`config.mk`:
```
export PLATFORM = sky130hd
export DESIGN_NAME = period_meter
export DESIGN_NICKNAME = d
export VERILOG_FILES = /design/src/rtl/period_meter_pkg.sv /design/src/rtl/edge_sync.sv /design/src/rtl/period_meter.sv
export SDC_FILE = /design/constraint.sdc
export NUM_CORES = 1
export LEC_CHECK = 0
export CAP_MARGIN = 10
export CELL_PAD_IN_SITES_DETAIL_PLACEMENT = 0
export CELL_PAD_IN_SITES_GLOBAL_PLACEMENT = 2
export CORE_ASPECT_RATIO = 0.5
export CORE_UTILIZATION = 39
export CTS_BUF_LIST = sky130_fd_sc_hd__clkbuf_4
export DETAILED_ROUTE_END_ITERATION = 8
export PLACE_DENSITY = 0.95
export SKIP_CTS_REPAIR_TIMING = 1
export SYNTH_ARGS = -nofsm -noshare
export SYNTH_HDL_FRONTEND = slang
export SYNTH_SLANG_ARGS = --single-unit
```
`constraint.sdc`:
```
create_clock -name clk_i -period 4.36 [get_ports clk_i]
set_clock_uncertainty 0.2 [all_clocks]
set_input_delay 0.872 -clock clk_i [delete_from_list [all_inputs] [get_ports clk_i]]
set_output_delay 0.872 -clock clk_i [all_outputs]
set_load 0.005 [all_outputs]
```
`src/rtl/period_meter_pkg.sv`:
```
// rtl/period_meter_pkg.sv - shared types and defaults for the period meter
package period_meter_pkg;

   localparam int DEFAULT_CNT_W = 32;

   typedef enum logic {
      ST_IDLE    = 1'b0,
      ST_MEASURE = 1'b1
   } meas_state_e;

endpackage

```
`src/rtl/edge_sync.sv`:
```
// rtl/edge_sync.sv - two-flop synchronizer with registered-level edge detection
module edge_sync (
   input  logic clk_i,
   input  logic reset,
   input  logic d_i,
   output logic level_o,
   output logic rise_o,
   output logic fall_o
);

   logic sync1_q;
   logic sync2_q;
   logic prev_q;

   always_ff @(posedge clk_i) begin
      if (reset) begin
         sync1_q <= 1'b0;
         sync2_q <= 1'b0;
         prev_q  <= 1'b0;
      end else begin
         sync1_q <= d_i;
         sync2_q <= sync1_q;
         prev_q  <= sync2_q;
      end
   end

   // Both edges come from the same flop pair, so rise and fall share one latency.
   assign level_o = sync2_q;
   assign rise_o  = sync2_q & ~prev_q;
   assign fall_o  = ~sync2_q & prev_q;

endmodule

```
`src/rtl/period_meter.sv`:
```
// rtl/period_meter.sv - measures period and high time of an asynchronous signal in clk_i cycles
module period_meter
   import period_meter_pkg::*;
#(
   parameter int          CNT_W       = DEFAULT_CNT_W,
   parameter int unsigned TIMEOUT_CYC = 50000000
) (
   input  logic             clk_i,
   input  logic             reset,
   input  logic             sig_i,
   output logic [CNT_W-1:0] period_o,
   output logic [CNT_W-1:0] high_o,
   output logic             valid_o,
   output logic             timeout_o,
   output logic             locked_o
);

   if (TIMEOUT_CYC == 0 || (64'(TIMEOUT_CYC) >> CNT_W) != 64'd0) begin : g_cfg_check
      $error("period_meter: TIMEOUT_CYC must be nonzero and fit in CNT_W bits");
   end

   localparam logic [CNT_W-1:0] TIMEOUT_CNT = CNT_W'(TIMEOUT_CYC);
   localparam logic [CNT_W-1:0] ONE         = CNT_W'(1);

   logic sig_rise;
   logic sig_fall;
   logic unused_level;

   edge_sync u_edge_sync (
      .clk_i   (clk_i),
      .reset   (reset),
      .d_i     (sig_i),
      .level_o (unused_level),
      .rise_o  (sig_rise),
      .fall_o  (sig_fall)
   );

   meas_state_e      state_q;
   logic [CNT_W-1:0] cnt_q;
   logic [CNT_W-1:0] high_cap_q;
   logic [CNT_W-1:0] period_q;
   logic [CNT_W-1:0] high_q;
   logic             valid_q;
   logic             timeout_q;
   logic             locked_q;

   always_ff @(posedge clk_i) begin
      if (reset) begin
         state_q    <= ST_IDLE;
         cnt_q      <= '0;
         high_cap_q <= '0;
         period_q   <= '0;
         high_q     <= '0;
         valid_q    <= 1'b0;
         timeout_q  <= 1'b0;
         locked_q   <= 1'b0;
      end else begin
         valid_q <= 1'b0;
         case (state_q)
            ST_IDLE: begin
               if (sig_rise) begin
                  state_q    <= ST_MEASURE;
                  cnt_q      <= ONE;
                  high_cap_q <= '0;
                  locked_q   <= 1'b1;
               end
            end
            ST_MEASURE: begin
               // A rise landing on the timeout cycle still closes the period normally.
               if (sig_rise) begin
                  period_q   <= cnt_q;
                  high_q     <= high_cap_q;
                  cnt_q      <= ONE;
                  high_cap_q <= '0;
                  valid_q    <= 1'b1;
                  timeout_q  <= 1'b0;
               end else if (cnt_q == TIMEOUT_CNT) begin
                  state_q    <= ST_IDLE;
                  cnt_q      <= '0;
                  high_cap_q <= '0;
                  period_q   <= '0;
                  high_q     <= '0;
                  timeout_q  <= 1'b1;
                  locked_q   <= 1'b0;
               end else begin
                  cnt_q <= cnt_q + ONE;
                  if (sig_fall) begin
                     high_cap_q <= cnt_q;
                  end
               end
            end
            default: begin
               state_q <= ST_IDLE;
            end
         endcase
      end
   end

   assign period_o  = period_q;
   assign high_o    = high_q;
   assign valid_o   = valid_q;
   assign timeout_o = timeout_q;
   assign locked_o  = locked_q;

endmodule
```
# Word level (Yosys, flattened, before mapping)
# Cells that the tools add are included.
# Widths: inputs -> output; s select.
[word_totals]
input_bits = 3
out_inout_bits = 67
regBits = 135
[op_classes]
n_bitwise = 5
n_reduce_logical = 5
addsub = 1
n_mux = 22
n_eq_ne = 5
[ops]
columns = ["op", "count"]
rows = [
  ["$mux 32", 10],
  ["$pmux 32 s2", 2],
  ["$add 32x1->32 const B", 1],
  ["$eq 32x26->1 const B", 1],
  ["$mux 1", 8],
  ["$ne 2x2->1 const B", 2],
  ["$ne 4x3->1 const B", 1],
  ["$pmux 1 s2", 2],
  ["$reduce_and 2->1", 2],
  ["$not 1->1", 3],
  ["$reduce_and 3->1", 1],
  ["$and 1x1->1", 2],
  ["$ne 2x1->1 const B", 1],
  ["$reduce_bool 2->1", 1],
  ["$reduce_or 2->1", 1],
]

# Depth between registers and ports, before layout
# Gate-level depths: netlist (run 1).
[logic_depth]
ltp_word = 6
depth_mapped = 9
ltp_nobuf = 8

# Cells and area by module
# From an unflattened synthesis (run 1), not the netlist that was laid out.
[unflattened]
hier_cells = 475
hier_area_um2 = 4981.0
[by_module_without_submodules]
columns = ["module", "instances", "seq_area_each_um2", "cells_each", "area_each_um2"]
rows = [
  ["period_meter", 1, 2642.5, 467, 4889.7],
  ["edge_sync", 1, 60.1, 8, 91.3],
]

# Worst setup path before layout (run 1)
# No wires, ideal clock.
[synth_path]
path_kind = "reg2reg"
startpoint = "register cnt_q[0]"
endpoint = "register period_q[8], in the netlist period_o[8]"
n_path_buf = 1
period_less_slack_ns = 2.308
required_time_ns = 4.043
setup_slack_ns = 2.052
arrival_ns = 1.991
stages_incl_launch_ff = 10
cell_sequence = "dfxtp_1 > inv_1 > ha_1 > nor4b_1 > nand3_1 > nor4_2 > o21a_1 > nor2_1 > clkbuf_1 > a22o_2"
[synth_via]
elab_chain_cells = 3
[synth_lines]
columns = ["item", "line_no", "rtl"]
rows = [
  ["start, declared", "period_meter.sv:39", "logic [CNT_W-1:0] cnt_q;"],
  ["start signal, assigned", "period_meter.sv:86", "cnt_q <= cnt_q + ONE;"],
  ["$eq 32x26->1", "period_meter.sv:77", "end else if (cnt_q == TIMEOUT_CNT) begin"],
  ["$reduce_bool 2->1 (no source line)", "n/a", ""],
  ["$reduce_and 2->1 (no source line)", "n/a", ""],
  ["end signal, assigned", "period_meter.sv:71", "period_q <= cnt_q;"],
  ["end, declared", "period_meter.sv:41", "logic [CNT_W-1:0] period_q;"],
]
# Every way passes these cells.
# A chain may end at the register's enable or synchronous reset.

# Worst setup path in the final report (run 1)
[layout_path]
startpoint = "register cnt_q[24]"
endpoint = "register period_q[30], in the netlist period_o[30]"
# The elaborated chain is that of the path after synthesis.

==> results.cfg, run 1 <==
[outcome]
outcome = completed

[power_and_ir_drop]
switching_share = 0.252
power_switching_mw = 0.538
pwr-share-seq = 0.583
p_leak_nw = 2.14
vdd_drop_max_mv = 0.163
combinationalPowerShare = 0.028
power-per-cell-area_mw_per_mm2 = 349
share_clk_of_total_power = 0.389
intPower_mw = 1.59

[synth]
synth_area_mm2 = 0.00507
synthesis.area_per_instance_um2 = 10.1
synth-main-ff-cell = dfxtp_1
syn-num-nets = 506
top_cell_type_s_share_of_synthesized_area = 0.533
number_of_synthesized_flops_with_an_enable_pin = 0
synth.area.top_cells = dfxtp_1, a22o_1, a21oi_1
synth.yosys.seq_area_share = 0.533
synth.yosys.warnings = 0
asyncSetResetFlopFracSynth = 0
postSynthCellCount = 500
yosysTopAreaCell = dfxtp_1
synth.distinct_cells = 48
ys_seq_elements = 135

[placed_design]
globalplace.congestion = 0.775
place_inst = 694
port_buffers = 69
dp_hpwl_mm = 8.22

[sta]
period_needed_ps = 2910
rsz0062_at_grt = no
slew_headroom = 0.329
final_max_slew_viol_count = 0
finalCritPeriodShare = 0.667
setup-violations-final = 0
total_negative_setup_slacks_ps = 0
final-hold-violation-count = 0
timing.fmax_ghz = 0.344
timing_worst_slew_pin_value_ps = 1000

[critical_path]
critPathLaunchType = flip-flop
path_delay_family = simple AND/OR/NAND/NOR gates
cp_capture_type = flip-flop
critical_path.max_fanout = 51
critical_path.n_buffers_inverters = 1
arrival_ps = 3120
critPathMaxStageDelay_ps = 500
path_cells = nor4_1 > nand3_1 > nor4_2 > o21a_1 > nor2_4 > buf_4 > a22o_1
worst_path_cell_with_the_longest_stage_delay = nor4_1
cp_data_required_time_ps = 4570
timing.setup.critical_path_class = reg2reg

[cts]
numClockSinks = 135
tritoncts.num_buffers = 17
root_buffer = clkbuf_4
clk_latency_ps = 520
clk_pin_slew_ps = 130
ctsHtreeMaxLevel = 4
cts.path.max_buffers = 2
tritoncts = done

[worst_hold_path]
worstHoldPathType = reg2reg

[layout]
synthToLayoutAreaGrowth_pct = 20.5
post_route_cells_drive_above_1_share = 0.105
fin_nets = 554
layoutNonFillerInstCount = 726
insertedDiodeCount = 0

[drt]
drc = 0
avgRoutedWirePerCell_um = 17.5
routed-via-count = 3996
post_drt_via_cell_ratio = 5.50
drt_wl_total_mm = 12.7
first_pass_iters = 4
detail-route-antenna-nets = 0
initialDrtViolationCount = 375

[grt]
first_pass_grt_wire_length_mm = 20.2
grt_start_max_net_pins = 66
first_global_vias = 3638
global_route.usage.total = 0.199
globalRouteOverflowTotal = 0
number_of_antenna_violations_at_the_first_check_in_global_routing = 0

[floorplan]
die_width_um = 163
die_area_mm2 = 0.0135
core_area_mm2 = 0.0122
io_pins = 70
initial_core_util = 0.414
placement_rows = 28
floorplan.die.height_um = 82.6

[job]
max-cap-violations = 0
==> synthesized netlist by cell type (3+ instances only) <==
cell type / n
and4_1: 3
ha_1: 3
and3_1: 10
or3_1: 3
buf_2: 13
nand3b_1: 4
nand3_1: 11
nor3_1: 13
o211ai_1: 3
a31oi_1: 4
nor4_1: 7
a22o_1: 95
nand4_1: 7
a21oi_1: 32
buf_4: 6
nor2b_1: 3
o21a_1: 3
nor2_1: 30
o21ai_0: 20
nor3b_1: 4
clkbuf_1: 29
inv_1: 7
o31ai_1: 3
dfxtp_1: 135
nand2_1: 21
==> cells in the final DEF (no fill, tap or decap), types with 3 or more instances in the layout <==
cell type        instances
and3_1                  10
o211ai_1                 3
nor3_1                  11
clkinv_4                 4
clkdlybuf4s50_1         69
o21a_1                   3
nor3b_1                  4
nand3_1                 11
nand3b_1                 4
and4_1                   3
clkbuf_4                17
buf_4                    9
o31ai_1                  3
a31oi_1                  4
nor2_1                  28
dfxtp_1                135
nor2b_1                  3
inv_1                    7
o21ai_0                 20
nor4_1                   7
nand2_1                 21
a22o_1                  95
a21oi_1                 32
or3_1                    3
nand4_1                  7
ha_1                     3
clkinv_2                 5
==> worst reg2reg max path, delay by kind of cell (launching register included) <==
family,cells,cell delay (ps)
AND/OR/NAND/NOR,4,1340
buffers and inverters,1,330
flip-flops,1,430
AO/OA/AOI/OAI,2,510
==> registers in the layout, indices dropped and copies added, names as in the netlist <==
name,count
valid_o,1
u_edge_sync.prev_q,1
high_cap_q,32
high_o,32
locked_o,1
timeout_o,1
u_edge_sync.level_o,1
state_q,1
period_o,32
u_edge_sync.sync1_q,1
cnt_q,32
==> power groups by stage <==
| stage | clock (mW) | sequential, mW | combinational, mW |
|---|---|---|---|
| floorplan | 0 | 1.27 | 0.0447 |
| finish | 0.829 | 1.24 | 0.0598 |
| global placement | 0 | 1.27 | 0.0591 |
| global route | 0.909 | 1.24 | 0.0656 |
| CTS | 0.847 | 1.24 | 0.0599 |
| detailed placement | 0 | 1.27 | 0.0597 |
==> cells by family after synthesis <==
family,count (synthesis),share of synthesized area
multiplexers,1,0.00198
flip-flops,135,0.533
buffers and inverters,56,0.0506
XOR/XNOR,2,0.00346
adder cells (fa/ha/maj),3,0.00741
AND/OR/NAND/NOR,134,0.151
AO/OA/AOI/OAI,169,0.252
==> final timing paths <==
check / start / to / slack, ps / depth (start not counted)
max reg2reg: cnt_q[24] / period_o[30] / 1450 / 7
min: u_edge_sync.sync1_q / u_edge_sync.level_o / 270 / 1
min reg2reg: u_edge_sync.sync1_q / u_edge_sync.level_o / 270 / 1
max: cnt_q[24] / period_o[30] / 1450 / 7
==> through the flow <==
step | instance area [um2] | setup WS [ps] | hold slack (ps) | total power, mW | util
final | 6100 | 1450 | 269 | 2.13 | 0.499
after global placement | 5820 | 1050 | 236 | 1.33 | 0.476
after floorplan | 5070 | 2050 | 214 | 1.31 | -
after CTS | 6100 | 1480 | 260 | 2.15 | 0.499
after detailed placement | 5820 | 948 | 231 | 1.33 | 0.476
after global routing | 6100 | 1260 | 277 | 2.22 | 0.499
==> layer usage <==
| layer | global-route usage | wire length, um | vias up |
|---|---|---|---|
| met1 | 0.291 | 6830 | 1922 |
| met5 | 0 | 0 | - |
| li1 | - | - | 1973 |
| met2 | 0.276 | 5150 | 88 |
| met3 | 0.0514 | 586 | 13 |
| met4 | 0.0692 | 129 | 0 |
==> cell type report <==
cell class,count,area (um2)
clock buffers,17,128
clock inverters,15,155
fillers,1134,6120
inverters,7,26.3
multi-input cells,309,2130
flip-flops and latches,135,2700
well taps,165,206
repair buffers,78,758
(Power assumes the default switching activity.)
==> inputs of run 2 (changes only) <==
CORE_UTILIZATION = 32   (was 39)
PLACE_DENSITY = 0.87   (was 0.95)
clock period = 2.5 ns   (was 4.36 ns; I/O delays follow)
==> run 2 against run 1 <==
  * The run now ends with DRC left
  * Critical endpoint is now cnt_q[7]
  * Flip-flop and latch count is the same
  * First-iteration DRC count down 18%
  * Non-clock buffer count increased by 54
  * Critical path type unchanged
==> results.cfg, run 2 (synthesized netlist as in run 1, its figures left out) <==
[placed_design]
pre_cts_slack_ps = 14.7
dp_hpwl_mm = 9.25
place_inst = 785
placement.cell_area_mm2 = 0.00632
port_buffers = 69
globalplace.congestion = 0.839

[power_and_ir_drop]
share_clk_of_total_power = 0.404
switching_share = 0.245
power-per-cell-area_mw_per_mm2 = 579
p_leak_nw = 2.46
intPower_mw = 2.92
vdd_drop_max_mv = 0.221
power_switching_mw = 0.948
combinationalPowerShare = 0.038
pwr-share-seq = 0.558

[critical_path]
critical_path.n_buffers_inverters = 3
path_delay_family = simple AND/OR/NAND/NOR gates
timing.setup.critical_path_class = reg2reg
cp_capture_type = flip-flop
cp_data_required_time_ps = 2710
worst_path_cell_with_the_longest_stage_delay = nor4_1
critPathMaxStageDelay_ps = 400
path_cells = nor4_1 > nand3_1 > buf_4 > nor4_2 > buf_4 > buf_4 > o21ai_0 > nand2_1 > a21oi_1
critical_path.max_fanout = 13
critPathLaunchType = flip-flop
crit_path_frequent_cell = buf_4
arrival_ps = 2670

[cts]
numClockSinks = 135
clk_pin_slew_ps = 120
cts.path.max_buffers = 2
root_buffer = clkbuf_4
tritoncts.num_buffers = 17
ctsHtreeMaxLevel = 4
tritoncts = done
clk_latency_ps = 520

[drt]
drc = 5
initialDrtViolationCount = 307
drt_wl_total_mm = 13.4
avgRoutedWirePerCell_um = 16.4
detail-route-antenna-nets = 0
first_pass_iters = 7
routed-via-count = 4239
post_drt_via_cell_ratio = 5.18

[layout]
layoutNonFillerInstCount = 819
synthToLayoutAreaGrowth_pct = 31.8
layout.cells.most_common = dfxtp_1
fin_nets = 608
final_cell_mix = dfxtp_1, a22o_1, clkdlybuf4s50_1
postLayoutCoreUtil = 0.432
insertedDiodeCount = 0
finalInstanceArea_mm2 = 0.00668
post_route_cells_drive_above_1_share = 0.187
n_fill_cell = 1488

[job]
max-cap-violations = 0

[sta]
period_needed_ps = 2460
setup-violations-final = 0
total_negative_setup_slacks_ps = 0
final-hold-violation-count = 0
slew_headroom = 0.732
finalWorstSetupSlack_ps = 42.4
timing_worst_slew_pin_value_ps = 398
finalCritPeriodShare = 0.983
timing.fmax_ghz = 0.407
final_max_slew_viol_count = 0

[outcome]
outcome = finished, violations left
violated_checks = DRC

[floorplan]
io_pins = 70
placement_rows = 32
die_width_um = 180
floorplan.die.height_um = 91.0
die_area_mm2 = 0.0164
core_area_mm2 = 0.0155
initial_core_util = 0.328

[grt]
grt_start_max_net_pins = 43
number_of_antenna_violations_at_the_first_check_in_global_routing = 0
first_global_vias = 4091
first_pass_grt_wire_length_mm = 22.1
global_route.usage.total = 0.173
globalRouteOverflowTotal = 0

[worst_hold_path]
worstHoldPathType = reg2reg
[run 2: per-stage QoR]
step                      hold WS, ps  power, mW
after floorplan                   214       2.29
after global placement            233       2.35
after detailed placement          237       2.35
after CTS                         261       3.90
after global routing              284       4.02
final                             258       3.87
[run 2: layout make-up]
class / count / area, um2 / share of cell area
clock buffer: 18 / 135 / 0.0202
multi-input combinational: 309 / 2150 / 0.323
timing repair buffer: 132 / 1230 / 0.184
tap: 204 / 255 / 0.0382
clock inverter: 14 / 171 / 0.0257
sequential: 135 / 2700 / 0.405
inverter: 7 / 26.3 / 0.00394
[run 2: routing by layer]
layer | vias up | global-route usage | share of wire
met4 | 0 | 0.0532 | 0.011
met1 | 2034 | 0.252 | 0.53
met2 | 90 | 0.249 | 0.41
met3 | 16 | 0.0397 | 0.050
li1 | 2099 | - | -
met5 | - | 0 | 0
[run 2: path summary, 6_finish.rpt]
check,start,to,slack (ps),cells past startpoint
setup reg to reg,cnt_q[2],cnt_q[7],40,9
hold / removal,u_edge_sync.sync1_q,u_edge_sync.level_o,260,1
setup / recovery,cnt_q[2],cnt_q[7],40,9
hold reg to reg,u_edge_sync.sync1_q,u_edge_sync.level_o,260,1
[run 2: power by group through the flow]
stage / Clock (mW) / Sequential [mW] / Combinational [mW]
after floorplan: 0 / 2.21 / 0.0779
after global placement: 0 / 2.21 / 0.142
after detailed placement: 0 / 2.21 / 0.143
after CTS: 1.60 / 2.16 / 0.143
after global routing: 1.70 / 2.16 / 0.159
final: 1.56 / 2.16 / 0.146
==> inputs of run 3 (changes only) <==
PLACE_DENSITY = not set   (was 0.87)
PLACE_DENSITY_LB_ADDON = 0.1   (was not set)
==> run 3 against run 2 <==
  * The flow still finishes with violations (DRC)
  * Utilization is 0.11 points higher
  * Count of clock-buffer cells in the layout stayed put
  * Routed wire length is 9.0% higher
  * Die area stayed put
  * Clock power hardly changed
  * Setup slack better by 110 ps
  * Cell count is 0.24% higher
  * Global-route usage is 1.4 points higher
  * Fmax is 4.5% higher
  * Highest routed layer unchanged
  * Register-to-register slack better by 110 ps
==> results.cfg, run 3 (synthesized netlist as in run 1, its figures left out) <==
[worst_hold_path]
worstHoldPathType = reg2reg
min_from = u_edge_sync.sync1_q

[cts]
clk_latency_ps = 530
root_buffer = clkbuf_4
tritoncts = done
tritoncts.num_buffers = 17
numClockSinks = 135
cts.path.max_buffers = 2
ctsHtreeMaxLevel = 4
clk_pin_slew_ps = 120

[sta]
setup-violations-final = 0
timing.fmax_ghz = 0.425
finalWorstSetupSlack_ps = 149
finalCritPeriodShare = 0.940
timing_worst_slew_pin_value_ps = 370
slew_headroom = 0.753
final_max_slew_viol_count = 0
final-hold-violation-count = 0
period_needed_ps = 2350

[floorplan]
placement_rows = 32
die_width_um = 180
die_area_mm2 = 0.0164
initial_core_util = 0.328
io_pins = 70
floorplan.die.height_um = 91.0
core_area_mm2 = 0.0155

[power_and_ir_drop]
pwr-share-seq = 0.559
switching_share = 0.265
p_leak_nw = 2.47
power_switching_mw = 1.02
vdd_drop_max_mv = 0.278
intPower_mw = 2.83
combinationalPowerShare = 0.038
share_clk_of_total_power = 0.402
power-per-cell-area_mw_per_mm2 = 576

[critical_path]
arrival_ps = 2570
r2r-start = cnt_q[24]
critical_path.max_fanout = 32
critPathLaunchType = flip-flop
timing.setup.critical_path_class = reg2reg
startpoint = cnt_q[24]
cp_capture_type = flip-flop
cp_data_required_time_ps = 2720

[layout]
synthToLayoutAreaGrowth_pct = 32.1
final_cell_mix = dfxtp_1, a22o_1, clkdlybuf4s50_1
seq_area_mm2 = 0.00271
layoutNonFillerInstCount = 821
post_route_cells_drive_above_1_share = 0.196
insertedDiodeCount = 0
fin_nets = 610
n_fill_cell = 1513
multiInputGateArea_mm2 = 0.00217
layout.cells.most_common = dfxtp_1

[grt]
globalRouteOverflowTotal = 0
global_route.usage.total = 0.187
first_pass_grt_wire_length_mm = 23.6
grt_start_max_net_pins = 56
first_global_vias = 4093
number_of_antenna_violations_at_the_first_check_in_global_routing = 0

[placed_design]
port_buffers = 69
dp_hpwl_mm = 9.87
globalplace.congestion = 0.814
pre_cts_slack_ps = 18.9
place_inst = 789

[drt]
first_pass_iters = 7
initialDrtViolationCount = 280
post_drt_via_cell_ratio = 5.17
avgRoutedWirePerCell_um = 17.8
detail-route-antenna-nets = 0
routed-via-count = 4244
drt_wl_total_mm = 14.6
drc = 5

[job]
max-cap-violations = 0

[outcome]
violated_checks = DRC
outcome = finished, violations left
run 3: cell count changes in the layout (fill, tap and decap cells not counted), sizes merged:
cell,previous run,this run
clkinvlp,1,4
bufinv,3,2
inv,11,13
buf,63,65
clkinv,6,2
run 3: worst paths after layout:
check	cells past startpoint	to	slack [ps]
setup / recovery	9	high_cap_q[17]	150
hold / removal	1	u_edge_sync.level_o	250
setup reg to reg	9	high_cap_q[17]	150
hold reg to reg	1	u_edge_sync.level_o	250
run 3: stage by stage:
| stage | area, um2 | util | TNS [ps] | total power [mW] | hold WS [ps] |
|---|---|---|---|---|---|
| final | 6690 | 0.433 | 0 | 3.86 | 254 |
| after global routing | 6690 | 0.433 | -3.85 | 4.05 | 272 |
| after CTS | 6640 | 0.430 | -12.4 | 3.91 | 259 |
| after detailed placement | 6340 | 0.410 | 0 | 2.35 | 233 |
| after global placement | 6340 | 0.410 | 0 | 2.35 | 219 |
| after floorplan | 5070 | - | 0 | 2.29 | 214 |
run 3: critical path, stage by stage (launching register included):
cell	delay [ps]
dfxtp_1	360
nor4_4	300
buf_4	150
nand3_1	110
buf_4	190
o41ai_4	350
buf_4	180
nor3_2	50
buf_12	160
a22o_1	190
run 3: metal layers:
| metal | global-route usage | wire [um] | up-vias |
|---|---|---|---|
| li1 | - | - | 2089 |
| met3 | 0.0373 | 536 | 7 |
| met2 | 0.267 | 5900 | 98 |
| met4 | 0.0453 | 85 | 0 |
| met5 | 0 | 0 | - |
| met1 | 0.282 | 8120 | 2050 |
run 3: layout make-up:
cell class / instances / area share
Clock buffer: 18 / 0.0202
Clock inverter: 14 / 0.0247
Tap cell: 204 / 0.0381
Timing Repair Buffer: 134 / 0.184
Inverter: 7 / 0.00393
Multi-Input combinational cell: 309 / 0.324
Sequential cell: 135 / 0.405
run 3: power by group through the flow:
| stage | Sequential (mW) | Clock (mW) | Combinational [mW] |
|---|---|---|---|
| after global routing | 2.16 | 1.73 | 0.160 |
| after floorplan | 2.21 | 0 | 0.0779 |
| after detailed placement | 2.21 | 0 | 0.146 |
| final | 2.16 | 1.55 | 0.147 |
| after global placement | 2.21 | 0 | 0.146 |
| after CTS | 2.16 | 1.61 | 0.146 |
